File: config.mk
export PLATFORM = sky130hd
export DESIGN_NAME = branch_resolver
export DESIGN_NICKNAME = d
export VERILOG_FILES = /design/src/rtl/branch_resolver.sv
export SDC_FILE = /design/constraint.sdc
export NUM_CORES = 1
export LEC_CHECK = 0
export ABC_AREA = 1
export CORE_ASPECT_RATIO = 0.9
export CORE_MARGIN = 2
export CORE_UTILIZATION = 40
export CTS_BUF_LIST = sky130_fd_sc_hd__clkbuf_4 sky130_fd_sc_hd__clkbuf_8 sky130_fd_sc_hd__clkbuf_16
export CTS_CLUSTER_SIZE = 20
export DETAILED_ROUTE_END_ITERATION = 7
export GPL_TIMING_DRIVEN = 0
export PLACE_DENSITY = 0.68
export SYNTH_ARGS = -nofsm -noshare
export SYNTH_HDL_FRONTEND = slang
export SYNTH_SLANG_ARGS = --single-unit
File: constraint.sdc
create_clock -name CLK -period 1.65 [get_ports CLK]
set_input_delay 0.33 -clock CLK [delete_from_list [all_inputs] [get_ports CLK]]
set_output_delay 0.33 -clock CLK [all_outputs]
set_load 0.05 [all_outputs]
File: src/rtl/branch_resolver.sv
// Execute-stage branch resolver: decodes comparator flags against a condition code,
// computes the branch target, and holds a redirect toward fetch until acknowledged.
module branch_resolver #(
  parameter int WIDTH = 16
) (
  input  logic             CLK,
  input  logic             Reset_n,
  input  logic             issue_valid,
  output logic             issue_ready,
  input  logic [2:0]       cond,
  input  logic [WIDTH-1:0] pc,
  input  logic [WIDTH-1:0] offset,
  input  logic             LT,
  input  logic             Equal,
  input  logic             flush,
  output logic             resolve_valid,
  output logic             taken,
  output logic             redirect,
  output logic [WIDTH-1:0] redirect_pc,
  input  logic             redirect_ack,
  output logic [WIDTH-1:0] taken_count
);

  typedef enum logic [1:0] {
    S_IDLE     = 2'd0,
    S_EVAL     = 2'd1,
    S_REDIRECT = 2'd2
  } state_e;

  state_e           state_q, state_d;
  logic [2:0]       cond_q;
  logic             lt_q, eq_q;
  logic [WIDTH-1:0] target_q;
  logic [WIDTH-1:0] count_q;
  logic             ready_q, redirect_q;
  logic             cond_taken;
  logic             accept;
  logic             count_inc;

  always_comb begin
    cond_taken = 1'b0;
    unique case (cond_q)
      3'b000:  cond_taken = eq_q;
      3'b001:  cond_taken = ~eq_q;
      3'b010:  cond_taken = lt_q;
      3'b011:  cond_taken = ~lt_q;
      3'b100:  cond_taken = ~lt_q & ~eq_q;
      3'b101:  cond_taken = lt_q | eq_q;
      3'b110:  cond_taken = 1'b1;
      default: cond_taken = 1'b0;
    endcase
  end

  // NOTE: every signal assigned in always_comb gets a default first, so no path
  // leaves it unassigned and no latch is inferred.
  always_comb begin
    state_d = state_q;
    unique case (state_q)
      S_IDLE:     if (issue_valid) state_d = S_EVAL;
      S_EVAL:     state_d = cond_taken ? S_REDIRECT : S_IDLE;
      S_REDIRECT: if (redirect_ack) state_d = S_IDLE;
      default:    state_d = S_IDLE;
    endcase
    // Flush overrides every transition, including an accept from IDLE.
    if (flush) state_d = S_IDLE;
  end

  assign accept    = (state_q == S_IDLE) & issue_valid & ~flush;
  assign count_inc = (state_q == S_EVAL) & ~flush & cond_taken & (count_q != '1);

  // NOTE: sequential state uses non-blocking assignments only, so every register
  // samples the pre-edge values regardless of statement order.
  always_ff @(posedge CLK or negedge Reset_n) begin
    if (!Reset_n) begin
      state_q    <= S_IDLE;
      ready_q    <= 1'b1;
      redirect_q <= 1'b0;
      cond_q     <= 3'b000;
      lt_q       <= 1'b0;
      eq_q       <= 1'b0;
      target_q   <= '0;
      count_q    <= '0;
    end else begin
      state_q    <= state_d;
      ready_q    <= (state_d == S_IDLE);
      redirect_q <= (state_d == S_REDIRECT);
      if (accept) begin
        cond_q   <= cond;
        lt_q     <= LT;
        eq_q     <= Equal;
        target_q <= pc + offset + WIDTH'(1);
      end
      if (count_inc) count_q <= count_q + WIDTH'(1);
    end
  end

  // The resolve pulse is masked combinationally so a flush hides it in its own cycle.
  assign resolve_valid = (state_q == S_EVAL) & ~flush;
  assign taken         = resolve_valid & cond_taken;
  assign issue_ready   = ready_q;
  assign redirect      = redirect_q;
  assign redirect_pc   = target_q;
  assign taken_count   = count_q;

endmodule

==> results.md <==
- Routed wire per std cell: 13.1 um
- Startpoint types: flip-flop
- Layout area overhead: 51.0%
- Internal power: 2.34 mW
- Clock-pin slew on the worst setup and hold paths: 0.09 ns
- DIE AREA: 0.00804 sq mm
- Final Max Slew Viols: 0
- Input/output buffers: 77
- Syn_nets: 488
- Most frequent cells in the layout: nand2_1, inv_1, nand3_1, dlygate4sd2_1, dfrtp_1
- Library cells used by synthesis: 26
- CTS tree: built
- Max-slew headroom: 64.1%
- CP Buf/Inv Count: 3
- Tot GR Track Use: 20.6%
- Clock skew: 0.0109 ns
- Flop2flop setup slack: 0.05 ns
- First-pass GRT wire length: 13.2 mm
- Htree depth: 2
- Die Span X: 94.3 um
- Final setup fails: 1
- Num CTS Buffers: 5
- Reg power frac: 33.6%
- Root buf cell: clkbuf_8
- Switching power: 1.67 mW
- Avg Vias per Cell: 4.94
- Violations in the final reports: setup timing
- DP HPWL: 5.83 mm
- First-pass DRT Iterations: 5
- Sequential fraction of the synthesis area: 35.0%
- Clk Latency, worst-skew pair: 0.29 ns
- Maximum clock rate: 0.546 GHz
- Placer congestion estimate: 0.890
- Ant diodes: 0
- Final count of hold timing violations: 0
- Worst r2r dst: taken_count[10]
- CP top delay family: simple AND/OR/NAND/NOR gates
- Max rail drop VDD: 587 uV
- Final worst path period need: 1.83 ns
- Slew at the pin closest to its max-slew limit: 0.540 ns
- P_leak: 2.34 nW
- Comb pwr share: 45.0%
- Die span in y: 85.3 um
- CP required: 1.32 ns
- Layout cells sized above 1: 22.3%
- Syn. warnings: 0
- Leading cell type in the layout, fill and taps excluded: nand2_1
- Switching share of power: 41.6%
- Cells after Synth: 429
- Final #Nets: 591
- Crit path max fanout: 7
- Crit path largest cell delay: 0.37 ns
- Clk buf depth: 2
- Total power: 4.01 mW
- Initial antenna violation count: 0
- Worst setup path startpoint: cond_q[2]
- DRC Markers: 0
- Worst hold slack: 0.458 ns
- Worst EP arrival: 1.50 ns
- WS Path Type: reg2out
- PD cells: 905 mW/mm^2
- RSZ-0062 raised after global routing: yes
- Core area: 0.00708 sq mm
- Post-DP Area: 0.00388 sq mm
- # fillers: 664
- Slowest cell on the critical path: dfrtp_1
- R2R cell count: 12
- Outcome: complete, but fails checks
- Final worst slack: -0.180 ns
- Ports: 78
- Seq cells post-synth: 41
- WL final: 8.23 mm
- CP endpoint kind: primary output
- Clock power frac: 21.4%
- Routed Antenna Nets: 0
- Largest net degree at the start of global routing: 30
- Initial Utilization: 41.5%
- Final Cycle Share: 111%
- Core Rows: 29
- Pre-CTS setup slack: -1.11 ns
- Post-Syn Area: 0.00294 sq mm
- Total of max-cap violations: 0
- Sink Count: 41
- Via count: 3092
- Mean Syn Cell Area: 6.84 sq um
- Critical R2R Launch: cond_q[2]
- Number of global-route vias before repair: 2768
- Crit-path cells: inv_2 -> nor2_1 -> nand2_1 -> nand2_2 -> nand2_2 -> nand3_4 -> nor2_4 -> buf_12 -> buf_12
- Worst hold path class: in2async
- Layout Utilization: 62.7%
- Finished layout cell area: 0.00443 sq mm
- Total congestion overflow: 0
- DR iter-0 viols: 143
## cell usage after synthesis, drive strengths merged
| library cell | count | share of area [%] |
|---|---|---|
| fa | 1 | 0.68 |
| and2 | 2 | 0.43 |
| nor3 | 9 | 2.3 |
| clkbuf | 4 | 0.51 |
| xnor2 | 7 | 2.1 |
| nand3b | 3 | 0.77 |
| ha | 16 | 6.8 |
| inv | 58 | 7.4 |
| nand3 | 47 | 8.2 |
| xor2 | 8 | 2.4 |
| nand4 | 6 | 1.8 |
| o21ai | 11 | 1.9 |
| dfrtp | 40 | 34 |
| nand2 | 172 | 22 |
| nor2 | 26 | 3.8 |
| buf | 3 | 0.94 |
| or2 | 5 | 1.1 |
| a21oi | 10 | 1.7 |
| dfstp | 1 | 0.90 |
## registers in the layout, summed over array words and instances, names as in the netlist
name and count:
redirect_pc 16, taken_count 16, cond_q 3, state_q 2
eq_q 1, issue_ready 1, lt_q 1, redirect 1
## power groups by stage
stage | sequential [mW] | clock [mW] | combinational, mW
floorplan | 1.86 | 0 | 0.563
global placement | 1.37 | 0 | 1.63
detailed placement | 1.37 | 0 | 1.66
CTS | 1.35 | 0.875 | 1.62
global route | 1.37 | 0.937 | 1.94
finish | 1.35 | 0.857 | 1.80
## per-layer routing
layer	global-route usage (%)	vias up	routed length [um]
li1	-	1543	-
met1	30.0	1450	3800
met2	32.3	92	3840
met3	3.29	7	501
met4	4.61	0	87
met5	0	-	0
## cells by family after synthesis
family,after synthesis,share of synthesized area [%]
and+or+nand+nor,270,40.6
xor gates and xnor gates,15,4.48
adders and majority gates,17,7.50
buffers and inverters,65,8.87
AOI/OAI and AO/OA,21,3.58
DFF,41,35.0
## cell type report
type | instances | area [sq um] | share of cell area, %
repair buffers | 96 | 911 | 20.5
multi-input cells | 323 | 1980 | 44.6
well taps | 93 | 116 | 2.62
clock inverters | 1 | 30.0 | 0.677
clock buffers | 7 | 90.1 | 2.03
plain buffers | 7 | 56.3 | 1.27
inverters | 58 | 218 | 4.91
flip-flops and latches | 41 | 1040 | 23.4
## what timing repair did
item / CTS / global route
buffers inserted: 5 / 12
pin swaps: 10 / 21
endpoints found under the setup margin: 63 / 45
gates cloned: 0 / 0
gates resized for setup: 84 / 74
endpoints found under the hold margin: 12 / 0
hold buffers: 1 / 0
## worst max-delay path by stage
stage | slack (ns) | endpoint | depth (start not counted)
after floorplan | -0.22 | taken | 4
after global placement | -1.11 | taken | 6
after detailed placement | -1.11 | taken | 6
after CTS | -0.26 | taken | 6
after global routing | -0.27 | taken | 9
final | -0.18 | taken | 9
## metrics by stage
stage               instances  setup TNS [ns]
floorplan                 429           -2.05
global placement          599          -47.66
detailed placement        600          -14.57
CTS                       614          -0.258
global route              626          -0.781
finish                    626          -0.180
No activity file was read; power rests on OpenSTA's default activity.
